File: src/rtl/fetch_pkg.sv
// Shared constants and state type for the instruction fetch sequencer.
package fetch_pkg;
  localparam int ADDR_W = 16;
  localparam int INST_W = 10;
  localparam logic [ADDR_W-1:0] RESET_PC  = 16'h0000;
  localparam logic [INST_W-1:0] HALT_INST = 10'b0000000000;

  typedef enum logic [1:0] {
    IDLE   = 2'd0,
    RUN    = 2'd1,
    HALTED = 2'd2
  } fetchState_e;
endpackage

File: src/rtl/rom_port_arb.sv
// Single ROM read port arbiter: fetch owns the port in unstalled, unredirected
// RUN; otherwise a pending debug read takes it.
module rom_port_arb
  import fetch_pkg::*;
(
  input  fetchState_e             state,
  input  logic                    stall,
  input  logic                    branchValid,
  input  logic                    dbgReq,
  input  logic [ADDR_W-1:0]       fetchPc,
  input  logic [ADDR_W-1:0]       dbgAddr,
  output logic [ADDR_W-1:0]       instAddress,
  output logic                    fetchOwn,
  output logic                    dbgGrant
);
  always_comb begin
    fetchOwn    = (state == RUN) && !stall && !branchValid;
    dbgGrant    = !fetchOwn && dbgReq;
    // With no requester the port idles on the fetch pointer (reads are side-effect free).
    instAddress = dbgGrant ? dbgAddr : fetchPc;
  end
endmodule

File: src/rtl/inst_fetch_sequencer.sv
// PC / fetch controller for a combinational instruction ROM, with branch
// redirect, stall, halt detection and a shared debug read port.
module inst_fetch_sequencer
  import fetch_pkg::*;
(
  input  logic              Clk,
  input  logic              Reset_n,
  input  logic              Start,
  input  logic              Stall,
  input  logic              BranchValid,
  input  logic [15:0]       BranchTarget,
  input  logic              DbgReq,
  input  logic [15:0]       DbgAddr,
  output logic [15:0]       InstAddress,
  input  logic [9:0]        InstIn,
  output logic [9:0]        InstOut,
  output logic              InstValid,
  output logic [15:0]       PC,
  output logic              DbgGnt,
  output logic [9:0]        DbgData,
  output logic              Halted,
  output logic              Busy,
  output logic [1:0]        FsmState
);
  // Debug handshake: DbgReq is a level request sampled every cycle; each cycle
  // the port is granted produces a one-cycle DbgGnt pulse on the following
  // cycle with DbgData holding the word read at DbgAddr. No ready/ack exists.

  fetchState_e       state, stateNext;
  logic [ADDR_W-1:0] fpc, fpcNext;
  logic [ADDR_W-1:0] pcNext;
  logic [INST_W-1:0] instOutNext;
  logic              instValidNext;
  logic              dbgGntNext;
  logic [INST_W-1:0] dbgDataNext;
  logic              fetchOwn;
  logic              dbgGrant;

  rom_port_arb uArb (
    .state       (state),
    .stall       (Stall),
    .branchValid (BranchValid),
    .dbgReq      (DbgReq),
    .fetchPc     (fpc),
    .dbgAddr     (DbgAddr),
    .instAddress (InstAddress),
    .fetchOwn    (fetchOwn),
    .dbgGrant    (dbgGrant)
  );

  always_ff @(posedge Clk or negedge Reset_n) begin
    if (!Reset_n) begin
      state <= IDLE;
    end else begin
      state <= stateNext;
    end
  end

  always_comb begin
    stateNext     = state;
    fpcNext       = fpc;
    pcNext        = PC;
    instOutNext   = InstOut;
    instValidNext = 1'b0;
    dbgGntNext    = dbgGrant;
    dbgDataNext   = dbgGrant ? InstIn : DbgData;
    case (state)
      IDLE: begin
        if (Start) begin
          stateNext = RUN;
          fpcNext   = RESET_PC;
        end
      end
      HALTED: begin
        // fpc still points at the halt word, so resume just past it.
        if (Start) begin
          stateNext = RUN;
          fpcNext   = fpc + 16'd1;
        end
      end
      RUN: begin
        if (BranchValid) begin
          fpcNext = BranchTarget;
        end else if (fetchOwn) begin
          pcNext = fpc;
          if (InstIn == HALT_INST) begin
            stateNext = HALTED;
          end else begin
            instOutNext   = InstIn;
            instValidNext = 1'b1;
            fpcNext       = fpc + 16'd1;
          end
        end
      end
      default: stateNext = IDLE;
    endcase
  end

  always_ff @(posedge Clk or negedge Reset_n) begin
    if (!Reset_n) begin
      fpc       <= RESET_PC;
      PC        <= RESET_PC;
      InstOut   <= '0;
      InstValid <= 1'b0;
      DbgGnt    <= 1'b0;
      DbgData   <= '0;
    end else begin
      fpc       <= fpcNext;
      PC        <= pcNext;
      InstOut   <= instOutNext;
      InstValid <= instValidNext;
      DbgGnt    <= dbgGntNext;
      DbgData   <= dbgDataNext;
    end
  end

  assign Halted   = (state == HALTED);
  assign Busy     = (state == RUN);
  assign FsmState = state;
endmodule

File: config.mk
export PLATFORM = sky130hd
export DESIGN_NAME = inst_fetch_sequencer
export DESIGN_NICKNAME = d
export VERILOG_FILES = /design/src/rtl/fetch_pkg.sv /design/src/rtl/rom_port_arb.sv /design/src/rtl/inst_fetch_sequencer.sv
export SDC_FILE = /design/constraint.sdc
export NUM_CORES = 1
export LEC_CHECK = 0
export ABC_CLOCK_PERIOD_IN_PS = 4200
export CAP_MARGIN = 40
export CORE_MARGIN = 4
export CORE_UTILIZATION = 50
export DETAILED_ROUTE_END_ITERATION = 10
export DONT_BUFFER_PORTS = 1
export PLACE_DENSITY = 0.68
export SLEW_MARGIN = 10
export SYNTH_ARGS = -nofsm -noshare
export SYNTH_HDL_FRONTEND = slang
export SYNTH_SLANG_ARGS = --single-unit
export TNS_END_PERCENT = 100
File: constraint.sdc
create_clock -name Clk -period 4.2 [get_ports Clk]
set_clock_uncertainty 0.05 [all_clocks]
set_input_delay 0.42 -clock Clk [delete_from_list [all_inputs] [get_ports Clk]]
set_output_delay 0.42 -clock Clk [all_outputs]
set_load 0.02 [all_outputs]
After elaboration in Yosys (flattened, before gate mapping)
Cells that the tools add are included.
W data, S select, Z words.
{"block": "word_totals", "out_inout_bits": 58, "input_bits": 48, "register_bits": 56, "elab_cells": 50}
{"block": "classes", "add_sub_neg": 1, "eq_ne": 10, "n_reduce_logical": 14, "n_mux": 16, "n_bitwise": 2}
{"op": "$mux W16", "count": 6}
{"op": "$pmux W16 S3", "count": 1}
{"op": "$add A16 B1 Y16 const B", "count": 1}
{"op": "$logic_not A10 Y1", "count": 1}
{"op": "$mux W2", "count": 4}
{"op": "$reduce_and A4 Y1", "count": 2}
{"op": "$ne A2 B1 Y1 const B", "count": 3}
{"op": "$ne A2 B2 Y1 const B", "count": 3}
{"op": "$reduce_and A5 Y1", "count": 1}
{"op": "$mux W1", "count": 4}
{"op": "$pmux W2 S2", "count": 1}
{"op": "$logic_and A1 B1 Y1", "count": 3}
{"op": "$logic_not A1 Y1", "count": 3}
{"op": "$ne A3 B2 Y1 const B", "count": 1}
{"op": "$ne A3 B3 Y1 const B", "count": 1}
{"op": "$reduce_and A3 Y1", "count": 1}
{"op": "$reduce_bool A3 Y1", "count": 1}
{"op": "$eq A2 B1 Y1 const B", "count": 1}
{"op": "$eq A2 B2 Y1 const B", "count": 1}
{"op": "$logic_not A2 Y1", "count": 1}
{"op": "$not A1 Y1", "count": 2}
{"op": "$reduce_or A2 Y1", "count": 1}

Depth between registers and ports, before layout
{"block": "depth", "ltp_word": 6, "mapped_depth": 9, "mapped_depth_nobuf": 7}

Modules after synthesis
A second synthesis with hierarchy kept.
{"block": "unflattened", "cells_unflattened": 255, "hier_area_um2": 2975.4}
{"module": "inst_fetch_sequencer", "cells_per_inst": 234, "area_per_inst_um2": 2696.3, "seq_area_each_um2": 1401.3, "instances": 1}
{"module": "rom_port_arb", "cells_per_inst": 21, "area_per_inst_um2": 279.0, "seq_area_each_um2": 0.0, "instances": 1}

Worst setup path after synthesis
Ideal clock, no wire load.
{"block": "synth_timing", "kind": "reg2out", "from": "reg state[1], in the netlist FsmState[1]", "to": "out InstAddress[11]", "slack_ps": 1559, "t_arrival_ps": 2171, "path_stages_with_launch": 9, "path_cell_list": "dfrtp_1 inv_1 ha_1 nor3b_1 nand2b_1 buf_2 buf_2 inv_2 o21ai_0"}
{"block": "synth_via", "elab_chain_len": 6}
{"item": "from (decl)", "line": "inst_fetch_sequencer.sv:29", "rtl": "fetchState_e state, stateNext;"}
{"item": "from (signal assigned)", "line": "inst_fetch_sequencer.sv:55", "rtl": "state <= stateNext;"}
{"item": "$eq A2 B1 Y1"}
{"item": "via Busy", "line": "inst_fetch_sequencer.sv:22", "rtl": "output logic Busy,"}
{"item": "$logic_and A1 B1 Y1 (2 in a row)", "line": "rom_port_arb.sv:17", "rtl": "fetchOwn = (state == RUN) && !stall && !branchValid;"}
{"item": "$logic_not A1 Y1", "line": "rom_port_arb.sv:18", "rtl": "dbgGrant = !fetchOwn && dbgReq;"}
{"item": "$logic_and A1 B1 Y1", "line": "rom_port_arb.sv:18"}
{"item": "via dbgGntNext", "line": "inst_fetch_sequencer.sv:34", "rtl": "logic dbgGntNext;"}
{"item": "$mux W16", "line": "rom_port_arb.sv:20", "rtl": "instAddress = dbgGrant ? dbgAddr : fetchPc;"}
{"item": "to (decl)", "line": "inst_fetch_sequencer.sv:14", "rtl": "output logic [15:0] InstAddress,"}
The timed path passes the listed nets, and every way through them passes these cells.

Final worst setup path
{"block": "layout_timing", "from": "reg state[1], in the netlist FsmState[1]", "to": "out InstAddress[0]"}
{"block": "layout_via", "elab_chain_len": 6}
{"item": "$eq A2 B1 Y1"}
{"item": "via Busy", "line": "inst_fetch_sequencer.sv:22"}
{"item": "$logic_and A1 B1 Y1 (2 in a row)", "line": "rom_port_arb.sv:17"}
{"item": "$logic_not A1 Y1", "line": "rom_port_arb.sv:18"}
{"item": "$logic_and A1 B1 Y1", "line": "rom_port_arb.sv:18"}
{"item": "$mux W16", "line": "rom_port_arb.sv:20"}
The timed path passes the listed nets, and every way through them passes these cells.

==> metrics <==
min Tclk post-route around 3.3 ns; Synth Register Bits 56; final worst-path cycle share 79.6%; Crit. End Element primary output; Slew headroom 57.6%; clk buf depth 2; Antenna diodes 0; Worst Path Max Fanout 15; Worst setup SP type flop; Clock Latency Late Sink about 0.30 ns; hold slack between 0.15 and 0.2 ns; Reg2Reg Setup Slack ~1.5 ns; post-DP HPWL between 4 and 5 mm; Syn Std Cell Area between 2000 and 3000 um^2; Most used DFF post-synth dfrtp_1; Static Leakage between 1 and 1.5 nW; Core Rows 27; warning count from the yosys run 0; H-Tree Depth 2; WHS Path Cells 2; initial antenna violation count 0; max-cap viol count 0; run status completed; DRT antenna net count 0; EDFF count, synth 0; top cell type by total area after synthesis dfrtp_1; vias in the first global route 1964; register area share after synthesis ~48%; Required @ worst endpoint around 3.7 ns; # setup viols final 0; Gate power share between 30% and 40%; worst-margin pin slew 0.636 ns; all-layer global routing usage 18.7%; grt ovf 0; fmax roughly 0.30 GHz; DIE AREA 7120 um^2; Die W ~84 um; Synth top area share about half; wire per inst roughly 20 um; dpl ws approximately 1.2 ns; drt initial violations between 150 and 200; chip height 84.4 um; crit-path leading delay family simple AND/OR/NAND/NOR gates; largest net degree at the start of global routing 57; Clock power frac between 15 and 20%; CTS root buf clkbuf_8; Unique masters post-synth 42; # fillers approximately 490; finished layout cell area between 3000 and 4000 um^2; final max-slew violation count 0; TritonRoute pass-1 iters 4; Inserted Clock Buffers 5; first-pass GRT wire length around 11 mm; worst r2r src FsmState[1]; commonest non-fill, non-tap cell in the layout dfrtp_1; fin worst setup slack about 0.86 ns; Pwr Density approximately 600 nW/um^2; slowest stage delay, CP ~0.51 ns; reg2reg path depth 6; port bufs 0; Reg clk slew, reported paths roughly 0.1 ns; synthesized area per cell approximately 11 um^2; worst path arrival time approximately 2.9 ns; Ports 106; crit path max-delay cell type dfrtp_1; CP Buf/Inv Count 2; commonest cells after routing, fill and taps aside dfrtp_1 (56), mux2_2 (37), nand2_1 (22); HP Start InstIn[5]; # DRC 0; # nets final between 300 and 400; crit-path cells inv_1, ha_1, nor3b_2, nand2b_1, buf_4, mux2_1; worst reg2reg path endpoint InstOut[0]; peak supply drop around 290 uV; ys async rst share 100%; setup bufs post-CTS 0; Core Box Area 5570 um^2; min-delay worst type in -> reg; placed cell areas slightly below 3000 um^2; Post-Syn Instances about 250; Final Hold Viols 0; Via density 5.93; share of layout cells above drive strength 1 between 20% and 30%; P&R area growth vs syn 6.13%; Sw Ratio a little over two fifths; sequential group share of total power 52.8%; P_sw around 0.80 mW; routability cong. between 0.8 and 0.9; RSZ-0062 raised after global routing no; final wirelength around 6.5 mm; Post-CTS Resized 0; Hold Path End InstOut[5]; vias just under 2000; setup_tns 0 ns; P_int roughly 1.1 mW; largest cells by area after synthesis dfrtp_1 (48%), mux2_2 (14%), mux2_4 (3.6%); Initial Utilization a little over half; clock sink total 56; Crit Path Class reg -> out; CTS tree done; syn_nets 308
[stage by stage]
stage	instances	power [mW]	utilization (%)
after floorplan	254	1.43	-
after global placement	317	1.54	53.2
after detailed placement	317	1.56	53.2
after CTS	327	1.88	55.6
after global routing	327	1.99	55.6
final	327	1.86	55.6
[kinds of logic after synthesis]
logic type / synth area share (%)
AND/OR/NAND/NOR: 12.9
flip-flops: 48.0
multiplexers: 19.8
AO/OA/AOI/OAI: 10.2
buffers and inverters: 3.81
XOR/XNOR: 2.70
adder cells (fa/ha/maj): 2.57
[cells in the mapped netlist (2+ instances only)]
cell type   n
a22oi_1    11
nor2b_1     2
mux2_1      5
nor2_1      9
nor3_1      3
ha_1        6
inv_1       8
mux2_2     37
nand3_1     9
o21ai_1    16
xor2_1      6
and2_1      2
mux2_4      7
nand2b_1    2
o31ai_1     2
a31oi_1     4
o31a_1      2
nand2_1    22
xnor2_1     3
nor4_2      2
a32oi_1     2
buf_4       2
dfrtp_1    56
buf_2       8
nor4_1      2
or2_2       2
o21ai_0     8
nand4_4     2
[final cells by class]
type                            instances  area, um^2  area share (%)
Inverter                                9        33.8            1.09
Clock buffer                            7        86.3            2.79
Timing Repair Buffer                    6        67.6            2.18
Multi-Input combinational cell        176        1410            45.6
Tap cell                               72        90.1            2.91
Clock inverter                          1        7.51           0.242
Sequential cell                        56        1400            45.2
[worst max path at each step]
stage / from / endpoint / slack [ns] / cells after the start
after floorplan: FsmState[1] / InstAddress[11] / 1.56 / 8
after global placement: FsmState[1] / InstAddress[0] / 1.22 / 6
after detailed placement: FsmState[1] / InstAddress[0] / 1.15 / 6
after CTS: FsmState[1] / InstAddress[0] / 0.80 / 6
after global routing: FsmState[1] / InstAddress[0] / 0.61 / 6
final: FsmState[1] / InstAddress[0] / 0.86 / 6
[power by group through the flow]
stage	registers, mW	clock network [mW]	logic [mW]
final	0.984	0.306	0.573
after global routing	1.01	0.351	0.632
after CTS	0.988	0.319	0.577
after detailed placement	0.999	0	0.559
after global placement	0.993	0	0.552
after floorplan	0.940	0	0.495
[layer usage]
layer | vias up | GRT usage [%] | routed length [um]
li1 | 906 | - | -
met1 | 950 | 26.8 | 2850
met2 | 79 | 27.0 | 3120
met3 | 4 | 5.89 | 525
met4 | 0 | 6.04 | 57
met5 | - | 0 | 0
[sequential cells by signal, summed over array words and instances, names as in the netlist]
name       count
DbgData       10
PC            16
fpc           16
InstValid      1
DbgGnt         1
InstOut       10
FsmState       2
[what timing repair did]
item,4_1_cts,5_1_grt
endpoints found under the hold margin,56,0
hold buffers,2,0
setup endpoints to repair,0,0
Power figures use the tool's default switching activity.
